[config.mk]
export PLATFORM = sky130hd
export DESIGN_NAME = servo_pulse_gen
export DESIGN_NICKNAME = d
export VERILOG_FILES = /design/src/rtl/servo_pulse_gen.sv
export SDC_FILE = /design/constraint.sdc
export NUM_CORES = 1
export LEC_CHECK = 0
export CAP_MARGIN = 20
export CORE_MARGIN = 4
export CORE_UTILIZATION = 60
export DETAILED_ROUTE_END_ITERATION = 12
export PLACE_DENSITY = 0.79
export RECOVER_POWER = 50
export SLEW_MARGIN = 15
export SYNTH_ARGS = -nofsm -noshare
export SYNTH_HDL_FRONTEND = slang
export SYNTH_SLANG_ARGS = --single-unit
[constraint.sdc]
create_clock -name clk -period 4.5 [get_ports clk]
set_input_delay 0.675 -clock clk [delete_from_list [all_inputs] [get_ports clk]]
set_output_delay 0.675 -clock clk [all_outputs]
set_load 0.01 [all_outputs]
[src/rtl/servo_pulse_gen.sv]
// servo_pulse_gen
//
// Servo-drive timing block.
//  - Fixed-period PWM on `signal`. The high time is W0/W1/W2 cycles for
//    sel = 0/1/2. sel = 3 holds the output low.
//  - Free-running timebase: `clk_out` toggles every HALF_SEC_CYC cycles.
//    `tick` is high for the single cycle in which `clk_out` has just gone high.
//
// Ports:
//   clk      in   system clock; every register uses the rising edge
//   rst_n    in   asynchronous, active-low reset
//   sel[1:0] in   speed select (0/1/2 = W0/W1/W2, 3 = off)
//   signal   out  registered PWM output
//   clk_out  out  registered square wave, period 2*HALF_SEC_CYC
//   tick     out  one-cycle pulse on each rising transition of clk_out
//
// Build option:
//   SERVO_SEL_LATCH_EN
//     Defined:   sel is sampled only at period start (pwm_cnt == 0).
//                Pulses are therefore never truncated or stretched.
//     Undefined: sel acts on the very next edge.
//
// There are no handshakes and no FSM. The counters are the only state.

module servo_pulse_gen #(
  parameter int PERIOD_CYC   = 1_000_000,
  parameter int W0_CYC       = 50_000,
  parameter int W1_CYC       = 75_000,
  parameter int W2_CYC       = 100_000,
  parameter int HALF_SEC_CYC = 25_000_000
) (
  input  logic       clk,
  input  logic       rst_n,
  input  logic [1:0] sel,
  output logic       signal,
  output logic       clk_out,
  output logic       tick
);

  // The counter width is clamped to at least 1 bit so that a bound of 1 still builds.
  localparam int PW = (PERIOD_CYC > 1) ? $clog2(PERIOD_CYC) : 1;
  localparam int DW = (HALF_SEC_CYC > 1) ? $clog2(HALF_SEC_CYC) : 1;
  // A width may equal PERIOD_CYC, so the comparison needs one more value than the counter holds.
  localparam int WW = $clog2(PERIOD_CYC + 1);

  localparam logic [PW-1:0] PWM_LAST = PW'(PERIOD_CYC - 1);
  localparam logic [DW-1:0] DIV_LAST = DW'(HALF_SEC_CYC - 1);
  localparam logic [WW-1:0] W0       = WW'(W0_CYC);
  localparam logic [WW-1:0] W1       = WW'(W1_CYC);
  localparam logic [WW-1:0] W2       = WW'(W2_CYC);

  // ---------------------------------------------------------------------------
  // PWM period counter
  // ---------------------------------------------------------------------------
  logic [PW-1:0] pwm_cnt_q, pwm_cnt_d;
  logic          pwm_at_zero;

  assign pwm_at_zero = (pwm_cnt_q == '0);

  always_comb begin
    pwm_cnt_d = pwm_cnt_q + 1'b1;
    if (pwm_cnt_q == PWM_LAST) pwm_cnt_d = '0;
  end

  // ---------------------------------------------------------------------------
  // Effective select
  // ---------------------------------------------------------------------------
  logic [1:0] sel_eff;

`ifdef SERVO_SEL_LATCH_EN
  logic [1:0] sel_q, sel_d;

  // On the first cycle of a period the live input is used directly.
  // That value is captured here and held for the rest of the period.
  always_comb begin
    sel_d = sel_q;
    if (pwm_at_zero) sel_d = sel;
  end

  always_ff @(posedge clk or negedge rst_n) begin
    if (!rst_n) sel_q <= 2'd3;
    else        sel_q <= sel_d;
  end

  assign sel_eff = pwm_at_zero ? sel : sel_q;
`else
  assign sel_eff = sel;
`endif

  // ---------------------------------------------------------------------------
  // Width decode and PWM output
  // ---------------------------------------------------------------------------
  logic [WW-1:0] active_w;
  logic          signal_q, signal_d;

  always_comb begin
    active_w = '0;
    case (sel_eff)
      2'd0:    active_w = W0;
      2'd1:    active_w = W1;
      2'd2:    active_w = W2;
      default: active_w = '0;
    endcase
  end

  // The counter value is taken before the increment. The output therefore lags the counter by one edge.
  assign signal_d = (WW'(pwm_cnt_q) < active_w);

  // ---------------------------------------------------------------------------
  // Timebase divider
  // ---------------------------------------------------------------------------
  logic [DW-1:0] div_cnt_q, div_cnt_d;
  logic          div_wrap;
  logic          clk_out_q, clk_out_d;
  logic          tick_q, tick_d;

  assign div_wrap = (div_cnt_q == DIV_LAST);

  always_comb begin
    div_cnt_d = div_cnt_q + 1'b1;
    if (div_wrap) div_cnt_d = '0;
  end

  assign clk_out_d = clk_out_q ^ div_wrap;
  // tick marks the cycle that clk_out spends as a freshly risen 1.
  assign tick_d    = div_wrap & ~clk_out_q;

  // ---------------------------------------------------------------------------
  // State registers
  // ---------------------------------------------------------------------------
  always_ff @(posedge clk or negedge rst_n) begin
    if (!rst_n) begin
      pwm_cnt_q <= '0;
      signal_q  <= 1'b0;
      div_cnt_q <= '0;
      clk_out_q <= 1'b0;
      tick_q    <= 1'b0;
    end else begin
      pwm_cnt_q <= pwm_cnt_d;
      signal_q  <= signal_d;
      div_cnt_q <= div_cnt_d;
      clk_out_q <= clk_out_d;
      tick_q    <= tick_d;
    end
  end

  assign signal  = signal_q;
  assign clk_out = clk_out_q;
  assign tick    = tick_q;

endmodule

---- After elaboration in Yosys (flattened, before gate mapping) ----
Index checks and enable logic that the tools add are counted.
cells by class
  div/mod/pow operators ................... 0
  multiplexer cells ....................... 3
  multipliers ............................. 0
  equality and inequality tests ........... 4
  bitwise gates (word level) .............. 3
  add/sub/neg operators ................... 2
  reductions and logical operators ........ 1
  magnitude comparators ................... 1
  shift-type cells ........................ 0
operators by type and width
  kind                                                                   count
  17-bit case mux with 3 select lines                                    1
  25-bit by 1-bit adder with 25-bit output, second input constant        1
  25-bit equality test, second input constant                            1
  25-bit two-way mux                                                     1
  20-bit by 1-bit adder with 20-bit output, second input constant        1
  20-bit equality test, second input constant                            1
  20-bit less-than comparator                                            1
  20-bit two-way mux                                                     1
  2-bit by 1-bit equality test with 1-bit output, second input constant  1
  2-bit equality test, second input constant                             1
  2-bit zero test                                                        1
  1-bit AND                                                              1
  1-bit NOT                                                              1
  1-bit bitwise XOR                                                      1
storage, ports and cells
  flip-flop bits (word level) ............. 48
  memory bits (writable) .................. 0
  input bits .............................. 4
  memory bits (read-only) ................. 0
  word-level logic and storage cells ...... 19
  memories kept ........................... 0
  latch bits .............................. 0
  output and inout port bits .............. 3

---- Logic depth before layout (Yosys ltp) ----
Gate-level depths: netlist of the first run.
  word-level depth ........................ 3
  mapped depth ............................ 8
  mapped depth without buffers ............ 8

---- Worst setup path after synthesis of the first run ----
No wires, ideal clock.
  kind .................................... input to register
  from .................................... input sel[1]
  to ...................................... register signal_q, in the netlist signal
  buffers on the path ..................... 0
  path slack .............................. 2.510 ns
  cell stages on the path ................. 7
  arrival ................................. 1.912 ns
  required time ........................... 4.423 ns
  library setup time ...................... 0.077 ns
  cells stage by stage .................... inv_1 -> ha_1 -> o21bai_1 -> ha_1 -> a2111oi_0 -> o211ai_1 -> a21oi_1
between the ends
  word-level cells in the longest chain between the ends .. 3
  elaborated cells on any way between the ends .. 5
  classes of those cells .................. order compare (1); eq/ne (2); mux (1); reduce/logical (1)
RTL lines
  element                                      line  RTL
  start: declaration                           34    input logic [1:0] sel,
  2-bit equality test (tied with other cells)  98    case (sel_eff)
  17-bit case mux with 3 select lines (*)      98
  20-bit less-than comparator (*)              107   assign signal_d = (WW'(pwm_cnt_q) < active_w);
  via signal_d                                 94    logic signal_q, signal_d;
  end signal: assignment                       140   signal_q <= signal_d;
  end: declaration                             94
The timed path passes the listed nets; every way through them passes the cells marked *.

==> flow_metrics.py, run 1 <==
metrics = {
    "timing": {
        "finalHoldViolCount": 0,
        "setup_tns_ns": 0,
        "postLayoutSetupSlackWorst_ns": 1.88,
        "tightest_slew_ns": 2.47,
        "holdWs_ns": 0.465,
        "clock.fmax_mhz": 382,
        "final_min_period_over_clock_period_pct": 58.2,
        "final-setup-viol-count": 0,
        "relSlewSlack_pct": -64.3,
        "skew_ns": 0.00635,
        "layout_min_cycle_time_ns": 2.62,
        "drv_slew": 49,
        "rsz_0062_raised_after_global_routing": "no",
    },
    "route": {
        "wl_per_cell_um": 15.5,
        "drc_errors": 0,
        "vias": 1898,
        "drt_wl_total_um": 4850,
        "route.antenna.remaining_nets": 0,
        "first_pass_iters": 4,
        "routed_via_density": 6.06,
        "initialDrtViolationCount": 106,
    },
    "global_route": {
        "grt_antenna_before_repair": 0,
        "use_met2_pct": 30.1,
        "use_met1_pct": 30.6,
        "first_global_vias": 1892,
        "met3_use_gr_pct": 3.28,
        "grt_overflow": 0,
        "track_usage_pct": 20.7,
        "globalRoute.busiestLayer": "met1",
        "grt_max_degree": 49,
        "grt_first_pass_wirelength_um": 8740,
    },
    "clocking": {
        "cts_hold_buffers": 0,
        "cts.root.buffer_cell": "clkbuf_8",
        "cts-htree-levels": 2,
        "worstSkewPairLatency_ns": 0.30,
        "clkSlewWorstSetupHoldPaths_ns": 0.08,
        "post_cts_repair_resize_count": 0,
        "tritoncts.num_buffers": 5,
        "tritoncts_clock_tree": "built",
        "post-cts-setup-buffers": 0,
        "clock_sinks": 48,
        "clockBufferDepth": 2,
    },
    "floorplan": {
        "coreArea_um2": 4090,
        "rows": 23,
        "floorplan.die.width_um": 73.8,
        "initial_util_pct": 63.6,
        "boundaryPins": 7,
        "die_height_um": 73.8,
        "fp.dieArea_um2": 5450,
    },
    "job": {
        "timing.max_cap.violations": 1,
    },
    "worst_setup_path": {
        "worst_path_dominant_cell_family": "buffers and inverters",
        "ff2ff_path_depth": 7,
        "worstPathRequired_ns": 4.40,
        "timing.critical_path.to_type": "asynchronous set/reset pin",
        "cp_max_fo": 48,
        "r2r_setup_slk_ns": 2.22,
        "timing.rr.end": "clk_out",
        "timing.setup.critical_path_class": "primary input to asynchronous set/reset pin",
        "worst_ep_arrival_time_ns": 2.52,
        "worstPathCellList": "buf_2 -> clkbuf_1",
        "reg2reg_from": "div_cnt_q[0]",
        "crit_slowest_cell": "clkbuf_1",
        "slowest_delay_ns": 1.74,
        "critPathBufInv": 2,
        "count_of_cell_instances_traversed_by_the_critical_path": 2,
        "worst_setup_path_start_kind": "primary input",
    },
    "synthesis": {
        "synth_fp_nets": 273,
        "seq_area_frac_synth_pct": 46.2,
        "flop_and_latch_count_out_of_synthesis": 48,
        "syn-cell-area_um2": 2600,
        "asyncSetResetFlopFracSynth_pct": 100,
        "synth-edff-count": 0,
        "ys.flop_type": "dfrtp_1",
        "unique_masters_post_synth": 42,
        "top_post_synthesis_cells_by_area": "dfrtp_1 (46%), ha_1 (8.7%), xnor2_1 (5.1%), xor2_1 (4.0%), nand3_1 (3.1%)",
        "synth-warning-count": 0,
        "ys_top_cells_by_count": "dfrtp_1 (48), ha_1 (18), nand3_1 (16), nor2_1 (16), xnor2_1 (15)",
        "synth_cells": 251,
        "avgSynthCellArea_um2": 10.4,
        "cell_with_the_most_instances_after_synthesis": "dfrtp_1",
        "post-synth-top-area-fraction_pct": 46.2,
        "yosysTopAreaCell": "dfrtp_1",
    },
    "placement": {
        "gp_routability_congestion": 0.851,
        "placed_cells_incl_taps": 305,
        "post_place_setup_slack_ns": 1.72,
        "port-buffer-count": 6,
        "post-dp-hpwl_um": 3430,
    },
    "worst_hold_path": {
        "worst_hold_path_type": "flip-flop to flip-flop",
        "hold_path_depth": 1,
        "startpoint_of_the_lowest_slack_hold_path": "div_cnt_q[0]",
        "hold_path_end": "div_cnt_q[0]",
    },
    "outcome": {
        "outcome": "finished, violations left",
        "failed_checks": "capacitance limit, slew limit",
    },
    "power": {
        "cellLeakagePower_nw": 1.32,
        "total_power_per_unit_cell_area_nw_per_um2": 272,
        "totalPowerFinal_w": 0.000767,
        "ir_worst_vdd_v": 0.000193,
    },
    "cells_and_area": {
        "antenna_cells": 0,
        "layout.cells.non_filler": 313,
        "finalNetCount": 284,
        "syn_to_final_growth_pct": 8.37,
        "share_of_cells_above_drive_strength_1_pct": 6.08,
    },
}
-- through the flow --
step | util, % | cell area, um2
finish | 69.0 | 2820
global route | 69.0 | 2820
CTS | 69.0 | 2820
detailed placement | 66.4 | 2710
global placement | 66.4 | 2710
floorplan | - | 2600
-- how the worst max path moves through the flow --
| stage | slack [ns] | from | end |
|---|---|---|---|
| 4_1_cts | 2.02 | sel[0] | signal |
| 6_report | 1.88 | rst_n | div_cnt_q[0] |
| 5_1_grt | 1.35 | rst_n | div_cnt_q[11] |
| 3_5_place_dp | 1.72 | sel[0] | signal |
| 2_1_floorplan | 2.51 | sel[1] | signal |
| 3_3_place_gp | 1.80 | sel[0] | signal |
-- flip-flops by register name, summed over array words and instances (netlist names) --
register   count
div_cnt_q     25
pwm_cnt_q     20
clk_out        1
signal         1
tick           1
-- layout make-up --
cell class / count / area, um2
Clock buffer: 6 / 72.6
Timing Repair Buffer: 8 / 66.3
Multi-Input combinational cell: 187 / 1340
Sequential cell: 48 / 1200
Inverter: 12 / 45.0
Tap cell: 50 / 62.6
Clock inverter: 2 / 35.0
Fill cell: 304 / 1270
-- layout by cell type, fill, tap and decap left out, types with 2 or more instances in the layout --
cell type | netlist | final
a211oi_1 | 2 | 2
a21o_1 | 2 | 2
a21oi_1 | 14 | 14
and2_1 | 3 | 3
and3_1 | 5 | 5
and4_1 | 5 | 5
clkbuf_1 | 1 | 2
clkbuf_8 | 0 | 5
clkdlybuf4s50_1 | 0 | 5
dfrtp_1 | 48 | 48
ha_1 | 18 | 18
inv_1 | 12 | 12
mux2i_1 | 2 | 2
nand2_1 | 14 | 14
nand3_1 | 16 | 16
nand4_1 | 11 | 11
nor2_1 | 16 | 16
nor2b_1 | 3 | 3
nor3_1 | 3 | 3
nor4b_1 | 2 | 2
o21ai_0 | 9 | 9
o21ai_1 | 2 | 2
o31ai_1 | 4 | 4
or3_1 | 7 | 7
or4_1 | 6 | 6
xnor2_1 | 15 | 15
xor2_1 | 12 | 12
-- report_power, final --
| part | internal (W) | switching, W | total, W | leakage (nW) |
|---|---|---|---|---|
| sequential | 0.000431 | 0.0000000182 | 0.000431 | 0.637 |
| combinational | 0.00000915 | 0.0000182 | 0.0000273 | 0.632 |
| clock | 0.000165 | 0.000144 | 0.000309 | 0.0552 |
-- kinds of logic after synthesis --
| logic type | Yosys count | synth area share (%) |
|---|---|---|
| AND/OR/NAND/NOR | 101 | 23.8 |
| AO/OA/AOI/OAI | 39 | 9.00 |
| flip-flops | 48 | 46.2 |
| buffers and inverters | 16 | 2.45 |
| multiplexers | 2 | 0.770 |
| adder cells (fa/ha/maj) | 18 | 8.66 |
| XOR/XNOR | 27 | 9.10 |
-- metal layers --
| metal | share of wire [%] | routed length [um] | vias to the layer above |
|---|---|---|---|
| met5 | 0 | 0 | - |
| li1 | - | - | 929 |
| met4 | 1.9 | 93 | 0 |
| met3 | 3.5 | 168 | 9 |
| met1 | 49 | 2370 | 928 |
| met2 | 46 | 2220 | 32 |
(Power assumes the default switching activity.)
==> inputs of run 2 (changes only) <==
- clock period: 4.5 -> 2.7 ns (I/O delays scaled with it)
==> run 2 against run 1 <==
The flow now finishes without violations. Sequential share of layout area down 0.19 points. Register-to-register slack worse by 1.5 ns. Total power rose by 66%. Count of clock-buffer cells in the layout decreased by 1. Clock power is 66% higher. Sequential power up 67%. Global-route usage is 0.68 points lower. Worst hold slack got worse by 0.077 ns. Critical path depth increased by 6. Cell area grew 0.44%. First-iteration DRC count grew 8.5%. Worst setup slack got worse by 1.5 ns. Critical path type is now primary input to flip-flop. Largest cell class unchanged. Highest routed layer unchanged.
==> flow_metrics.py, run 2 (synthesized netlist as in run 1, its figures left out) <==
metrics = {
    "route": {
        "initialDrtViolationCount": 115,
        "route.antenna.remaining_nets": 0,
        "drc_errors": 0,
        "vias": 1892,
        "first_pass_iters": 4,
        "wl_per_cell_um": 15.2,
        "routed_via_density": 6.03,
        "drt_wl_total_um": 4780,
    },
    "timing": {
        "finalHoldViolCount": 0,
        "drv_slew": 0,
        "clock.fmax_mhz": 439,
        "layout_min_cycle_time_ns": 2.28,
        "setup_tns_ns": 0,
        "final_min_period_over_clock_period_pct": 84.5,
        "relSlewSlack_pct": 24.5,
        "final-setup-viol-count": 0,
        "tightest_slew_ns": 1.13,
        "skew_ns": 0.0130,
        "rsz_0062_raised_after_global_routing": "no",
        "holdWs_ns": 0.388,
    },
    "floorplan": {
        "boundaryPins": 7,
        "rows": 23,
        "coreArea_um2": 4090,
        "floorplan.die.width_um": 73.8,
        "initial_util_pct": 63.6,
        "fp.dieArea_um2": 5450,
        "die_height_um": 73.8,
    },
    "clocking": {
        "cts-htree-levels": 2,
        "tritoncts.num_buffers": 5,
        "clockBufferDepth": 2,
        "worstSkewPairLatency_ns": 0.31,
        "clock_sinks": 48,
        "cts.root.buffer_cell": "clkbuf_8",
        "clkSlewWorstSetupHoldPaths_ns": 0.09,
        "post-cts-setup-buffers": 0,
        "tritoncts_clock_tree": "built",
        "cts_hold_buffers": 0,
        "post_cts_repair_resize_count": 0,
    },
    "placement": {
        "port-buffer-count": 6,
        "post-dp-hpwl_um": 3330,
        "gp_routability_congestion": 0.867,
    },
    "worst_hold_path": {
        "worst_hold_path_type": "primary input to asynchronous set/reset pin",
    },
    "worst_setup_path": {
        "worst_ep_arrival_time_ns": 2.51,
        "worstPathRequired_ns": 2.93,
        "r2r_setup_slk_ns": 0.77,
        "timing.setup.critical_path_class": "primary input to flip-flop",
        "worst_setup_path_start_kind": "primary input",
        "cp_max_fo": 6,
        "reg2reg_from": "div_cnt_q[0]",
        "worst_setup_path_startpoint": "sel[0]",
        "timing.critical_path.to_type": "flip-flop",
    },
    "power": {
        "power.internal_w": 0.00101,
        "power.switching_w": 0.000270,
        "seq_power_share_pct": 56.2,
        "clock_power_share_pct": 40.2,
        "power_frac_comb_pct": 3.5,
        "total_power_per_unit_cell_area_nw_per_um2": 451,
        "swShare_pct": 21.1,
        "cellLeakagePower_nw": 1.33,
        "ir_worst_vdd_v": 0.000308,
    },
    "outcome": {
        "outcome": "complete, no violations",
    },
    "cells_and_area": {
        "syn_to_final_growth_pct": 8.85,
        "max_flop_register": "div_cnt_q",
        "share_of_cells_above_drive_strength_1_pct": 7.20,
        "multiInputGateArea_um2": 1340,
        "antenna_cells": 0,
        "mostFrequentLayoutCell": "dfrtp_1",
        "ff_latch_area_um2": 1200,
        "largestRegisters": "div_cnt_q: 25 flops, pwm_cnt_q: 20 flops",
        "largest_reg_flops": 25,
        "finalNetCount": 285,
        "fill_cells": 337,
        "final_cell_mix": "dfrtp_1 (48), ha_1 (18), nand3_1 (16), nor2_1 (16), xnor2_1 (15)",
    },
    "global_route": {
        "grt_antenna_before_repair": 0,
        "grt_max_degree": 49,
        "track_usage_pct": 20.0,
        "first_global_vias": 1820,
        "grt_overflow": 0,
        "grt_first_pass_wirelength_um": 8340,
    },
    "job": {
        "timing.max_cap.violations": 0,
    },
}
run 2: changes by cell type in the layout (fill, tap and decap cells not counted):
cell,before,now
clkbuf_2,0,1
clkinvlp_4,0,1
clkbuf_1,2,0
buf_4,1,2
run 2: final timing paths:
check | end | depth (start not counted)
worst min-delay path | pwm_cnt_q[17] | 2
worst max register to register | div_cnt_q[5] | 6
worst min register to register | div_cnt_q[0] | 1
min in group clk | div_cnt_q[0] | 1
max in group asynchronous | pwm_cnt_q[4] | 2
worst max-delay path | signal | 8
run 2: area by class of cell:
| cell class | instances | area share, % |
|---|---|---|
| multi-input cells | 187 | 47.2 |
| flip-flops and latches | 48 | 42.4 |
| repair buffers | 9 | 2.65 |
| clock buffers | 5 | 2.43 |
| well taps | 50 | 2.21 |
| inverters | 12 | 1.59 |
| clock inverters | 3 | 1.50 |
run 2: per-layer routing:
metal / up-vias / routed length (um) / track usage, %
met3: 7 / 185 / 4.38
met2: 29 / 2240 / 31.0
met4: 0 / 58 / 6.04
met5: - / 0 / 0
li1: 934 / - / -
met1: 922 / 2290 / 28.0
run 2: worst max-delay path: stages:
cell,delay [ns]
clkdlybuf4s50_1,0.61
inv_1,0.07
ha_1,0.21
o21bai_1,0.19
ha_1,0.26
a2111oi_0,0.46
o211ai_1,0.17
a21oi_1,0.14
run 2: power groups by stage:
| stage | sequential (W) | clock (W) | combinational [W] |
|---|---|---|---|
| global placement | 0.000733 | 0 | 0.0000459 |
| CTS | 0.000718 | 0.000525 | 0.0000472 |
| finish | 0.000718 | 0.000514 | 0.0000452 |
| detailed placement | 0.000733 | 0 | 0.0000470 |
| global route | 0.000719 | 0.000558 | 0.0000535 |
| floorplan | 0.000733 | 0 | 0.0000210 |
run 2: metrics by stage:
stage	instance area, um2	total power (W)	setup WS [ns]	util (%)	std cells
4_1_cts	2830	0.00129	0.503	69.3	314
2_1_floorplan	2600	0.000754	0.763	-	251
5_1_grt	2830	0.00133	0.342	69.3	314
6_report	2830	0.00128	0.420	69.3	314
3_5_place_dp	2720	0.000780	0.193	66.6	306
3_3_place_gp	2720	0.000779	0.274	66.6	306
